[src/rtl/regfile_write_arbiter.sv]
// regfile_write_arbiter: shares one register-file write port between ALU (A) and load (B) writeback.
// Rev 1.0 - one-entry buffer per requester, oldest-first drain, pending-write mask.
`default_nettype none

module regfile_write_arbiter #(
   parameter int REG_NUMBER       = 32,
   parameter int REG_ADDR_WIDTH   = $clog2(REG_NUMBER),
   parameter int REG_WIDTH_IN_BIT = 32
) (
   input  logic                        clk,
   input  logic                        reset,
   input  logic                        a_valid,
   output logic                        a_ready,
   input  logic [REG_ADDR_WIDTH-1:0]   a_addr,
   input  logic [REG_WIDTH_IN_BIT-1:0] a_data,
   input  logic                        b_valid,
   output logic                        b_ready,
   input  logic [REG_ADDR_WIDTH-1:0]   b_addr,
   input  logic [REG_WIDTH_IN_BIT-1:0] b_data,
   output logic                        rf_write_enable,
   output logic [REG_ADDR_WIDTH-1:0]   rf_write_reg_addr,
   output logic [REG_WIDTH_IN_BIT-1:0] rf_write_data,
   output logic [REG_NUMBER-1:0]       pending_mask
);

   logic                        a_full, b_full;
   logic [REG_ADDR_WIDTH-1:0]   a_buf_addr, b_buf_addr;
   logic [REG_WIDTH_IN_BIT-1:0] a_buf_data, b_buf_data;
   // Set when the B entry was loaded strictly before the A entry.
   logic                        b_first;

   logic a_grant, b_grant, a_load, b_load, a_stay, b_stay;

   assign a_grant = a_full && (!b_full || !b_first);
   assign b_grant = b_full && (!a_full ||  b_first);

   // Ready is forced low while reset is asserted, independent of buffer state.
   assign a_ready = reset && (!a_full || a_grant);
   assign b_ready = reset && (!b_full || b_grant);

   assign a_load = a_valid && a_ready;
   assign b_load = b_valid && b_ready;
   assign a_stay = a_full && !a_grant;
   assign b_stay = b_full && !b_grant;

   always_ff @(posedge clk or negedge reset) begin
      if (!reset) begin
         a_full     <= 1'b0;
         b_full     <= 1'b0;
         a_buf_addr <= '0;
         b_buf_addr <= '0;
         a_buf_data <= '0;
         b_buf_data <= '0;
         b_first    <= 1'b0;
      end else begin
         a_full <= a_load || a_stay;
         b_full <= b_load || b_stay;
         if (a_load) begin
            a_buf_addr <= a_addr;
            a_buf_data <= a_data;
         end
         if (b_load) begin
            b_buf_addr <= b_addr;
            b_buf_data <= b_data;
         end
         // A wins ties when both load on the same edge.
         if (b_stay && a_load)
            b_first <= 1'b1;
         else if (a_load || b_load)
            b_first <= 1'b0;
      end
   end

   always_comb begin
      rf_write_enable   = 1'b0;
      rf_write_reg_addr = '0;
      rf_write_data     = '0;
      if (a_grant && a_buf_addr != '0) begin
         rf_write_enable   = 1'b1;
         rf_write_reg_addr = a_buf_addr;
         rf_write_data     = a_buf_data;
      end else if (b_grant && b_buf_addr != '0) begin
         rf_write_enable   = 1'b1;
         rf_write_reg_addr = b_buf_addr;
         rf_write_data     = b_buf_data;
      end
   end

   always_comb begin
      pending_mask = '0;
      if (a_full) pending_mask[a_buf_addr] = 1'b1;
      if (b_full) pending_mask[b_buf_addr] = 1'b1;
      pending_mask[0] = 1'b0;
   end

endmodule

`default_nettype wire
[config.mk]
export PLATFORM = sky130hd
export DESIGN_NAME = regfile_write_arbiter
export DESIGN_NICKNAME = d
export VERILOG_FILES = /design/src/rtl/regfile_write_arbiter.sv
export SDC_FILE = /design/constraint.sdc
export NUM_CORES = 1
export LEC_CHECK = 0
export BUFFER_PORTS_ARGS = -buffer_cell sky130_fd_sc_hd__clkbuf_2
export CELL_PAD_IN_SITES_DETAIL_PLACEMENT = 1
export CELL_PAD_IN_SITES_GLOBAL_PLACEMENT = 1
export CORE_UTILIZATION = 35
export CTS_CLUSTER_DIAMETER = 150
export DETAILED_ROUTE_END_ITERATION = 7
export PLACE_DENSITY_LB_ADDON = 0.12
export SYNTH_ARGS = -nofsm -noshare
export SYNTH_HDL_FRONTEND = slang
export SYNTH_SLANG_ARGS = --single-unit
[constraint.sdc]
create_clock -name clk -period 3.5 [get_ports clk]
set_input_delay 0.7 -clock clk [delete_from_list [all_inputs] [get_ports clk]]
set_output_delay 0.7 -clock clk [all_outputs]
set_load 0.01 [all_outputs]
==> flow_summary.yaml <==
clock_tree:
  clockRootBuffer: "clkbuf_8"
  clkLatencyLatePin_ns: 0.35
  clkSinkCount: 77
  clkTransAtPathRegs_ns: 0.08
  cts_tree: "yes"
  cts_made_buffers: 9
  hold_buffers: 0
  postCtsSetupBuffers: 0
  cts-htree-levels: 3
  cts-resized-gates: 0
  clockBufferDepth: 2
synthesis:
  synth_area_per_cell_um2: 13.16
  ys_ff_latch: 77
  syn_nets: 368
  syn_inst: 290
  syn_area_um2: 3816
  yosysUniqueCellTypes: 30
  yosysWarningCount: 0
  ys_seq_area_frac: 0.5049
pwr:
  p_int_mw: 1.665
  p_comb_frac: 0.220
  swShare: 0.2956
  p_sw_mw: 0.6987
  ir_drop_uv: 218.7
  p_total_mw: 2.364
  p_clk_frac: 0.294
  pwr-share-seq: 0.486
  p_leak_nw: 2.242
  power_density_nw_per_um2: 494.5
worst_hold_path:
  hold_path_class: "input port to asynchronous set/reset pin"
cells_and_area:
  seqCellArea_um2: 1927
  final_area_um2: 4780
  multi_input_area_um2: 1699
  nNetsFinal: 507
  area_growth_pct: 25.25
  final_cell_mix: "147 x clkbuf_2, 77 x dfrtp_1, 60 x mux2_1"
  num_antenna_cells: 0
  drive_above_1_share: 0.4516
  fillerInstances: 1166
  final_common_cell: "clkbuf_2"
placed_design:
  io_buffers: 148
  routabilityCongestion: 0.8249
  dp_hpwl_um: 7567
  placed_cell_area_um2: 4569
setup_path:
  crit_arrival_ns: 2.22
  timing.rr.start: "b_full"
  critPathRequiredTime_ns: 2.80
  cp_num_buf_inv: 1
  path_cells: "or3_4 -> o311a_4 -> a22o_1 -> clkbuf_2"
  cpPeakStageDelay_ns: 0.49
  crit_start: "b_buf_addr[4]"
  worstSetupStartpointType: "register"
  crit_type: "register to output port"
  critPathTopFamily: "compound AO/OA/AOI/OAI gates"
  critPathSlowestCell: "o311a_4"
  path_max_fanout: 33
  worst_setup_path_end_kind: "output port"
sta:
  max-slew-margin-rel: 0.3816
  period_share: 0.8351
  fin_crit_ns: 2.923
  rsz0062_at_grt: "no"
  holdWs_ns: 0.1566
  max_slew.worst_pin.slew_ns: 0.9277
  fmax_mhz: 342.1
  finClkSkew_ns: 0.01057
  finalHoldViolations: 0
  finalMaxSlewViolations: 0
  setup_viol: 0
  fin_setup_tns_ns: 0
drt:
  routedWlPerCell_um: 18.24
  vias_per_cell: 5.296
  wl_um: 10400
  drt-initial-drc-count: 102
  drc: 0
  ant_nets: 0
  vias: 3019
  dr.pass1.iters: 4
global_route:
  grt_max_degree: 73
  antenna_found_initial: 0
  grt_pass1_wl_um: 16760
  overflow: 0
  grtUsageTotal: 0.1916
  first_global_vias: 3227
die:
  initial_core_util: 0.3647
  pin_count: 150
  rows: 37
  core_um2: 10460
  die-area_um2: 11330
  dieHeight_um: 106.4
  dieWidth_um: 106.4
status:
  status: "completed"
run:
  cap_violations: 0
path summary, 6_finish.rpt:
check / end / slack, ns / depth (start not counted)
min in group clk: a_buf_data[29] / 0.49 / 1
max: rf_write_data[11] / 0.58 / 4
max reg2reg: a_buf_data[13] / 1.49 / 4
min: b_buf_data[20] / 0.16 / 1
min reg2reg: a_buf_data[29] / 0.49 / 1
max in group asynchronous: a_buf_data[4] / 2.21 / 2
flip-flops by register name, summed over array words and instances, names as in the netlist:
register / cells
a_buf_data: 32
a_full: 1
b_buf_data: 32
a_buf_addr: 5
b_full: 1
b_buf_addr: 5
b_first: 1
final cells by class:
cell class	count	share of cell area
Clock buffer	11	0.03168
Multi-Input combinational cell	189	0.3555
Timing Repair Buffer	152	0.1618
Tap cell	136	0.03560
Sequential cell	77	0.4031
Clock inverter	5	0.01230
cells in the mapped netlist:
master,count,area (um2)
nor2_2,1,6.260
buf_8,3,45.04
dfrtp_1,77,1927
buf_6,4,45.04
mux2_1,60,675.7
conb_1,1,3.750
or2_1,1,6.260
clkbuf_8,2,27.53
or3b_2,6,52.55
a21oi_1,2,10.01
nor2_1,2,7.510
o22ai_1,31,193.9
buf_4,6,45.04
o311a_4,1,21.27
or3_4,2,22.52
nand3_1,5,25.02
a22o_2,1,10.01
nor2b_1,2,12.51
nand2_1,6,22.52
buf_2,5,25.02
a22o_1,37,324.1
and3b_1,1,8.760
a21boi_1,1,7.510
or2b_2,1,8.760
mux2_2,14,157.7
nand3b_1,10,75.07
and2_1,2,12.51
clkbuf_1,4,15.01
o21ai_0,1,5.000
o31a_4,1,17.52
power groups by stage:
stage / clock network [mW] / registers [mW] / logic (mW)
2_1_floorplan: 0 / 1.11 / 0.387
3_3_place_gp: 0 / 1.16 / 0.516
3_5_place_dp: 0 / 1.17 / 0.528
4_1_cts: 0.723 / 1.15 / 0.530
5_1_grt: 0.755 / 1.17 / 0.572
6_report: 0.695 / 1.15 / 0.521
worst reg2reg max path: stages (launching register included):
cell	delay, ns
dfrtp_1	0.49
nand3_1	0.16
nor2b_4	0.54
buf_4	0.35
mux2_1	0.35
through the flow:
| step | util | setup WS [ns] | instances |
|---|---|---|---|
| after floorplan | - | 1.188 | 290 |
| after global placement | 0.4367 | 0.9523 | 554 |
| after detailed placement | 0.4367 | 0.9531 | 554 |
| after CTS | 0.4568 | 0.5491 | 570 |
| after global routing | 0.4568 | 0.4558 | 570 |
| final | 0.4568 | 0.5770 | 570 |
logic make-up (layout without fill, tap and decap cells):
logic type | Yosys count | count (layout) | share of synthesized area
multiplexers | 74 | 74 | 0.2184
AND/OR/NAND/NOR | 39 | 39 | 0.06820
flip-flops | 77 | 77 | 0.5049
buffers and inverters | 24 | 168 | 0.05311
other | 1 | 1 | 0.0009827
AO/OA/AOI/OAI | 75 | 75 | 0.1544
layer usage:
layer / global-route usage / up-vias / wire length, um
met1: 0.2356 / 1515 / 4470
met5: 0 / - / 0
met3: 0.05089 / 15 / 641
met4: 0.07045 / 0 / 166
met2: 0.3219 / 108 / 5117
li1: - / 1381 / -
(Power assumes the default switching activity.)
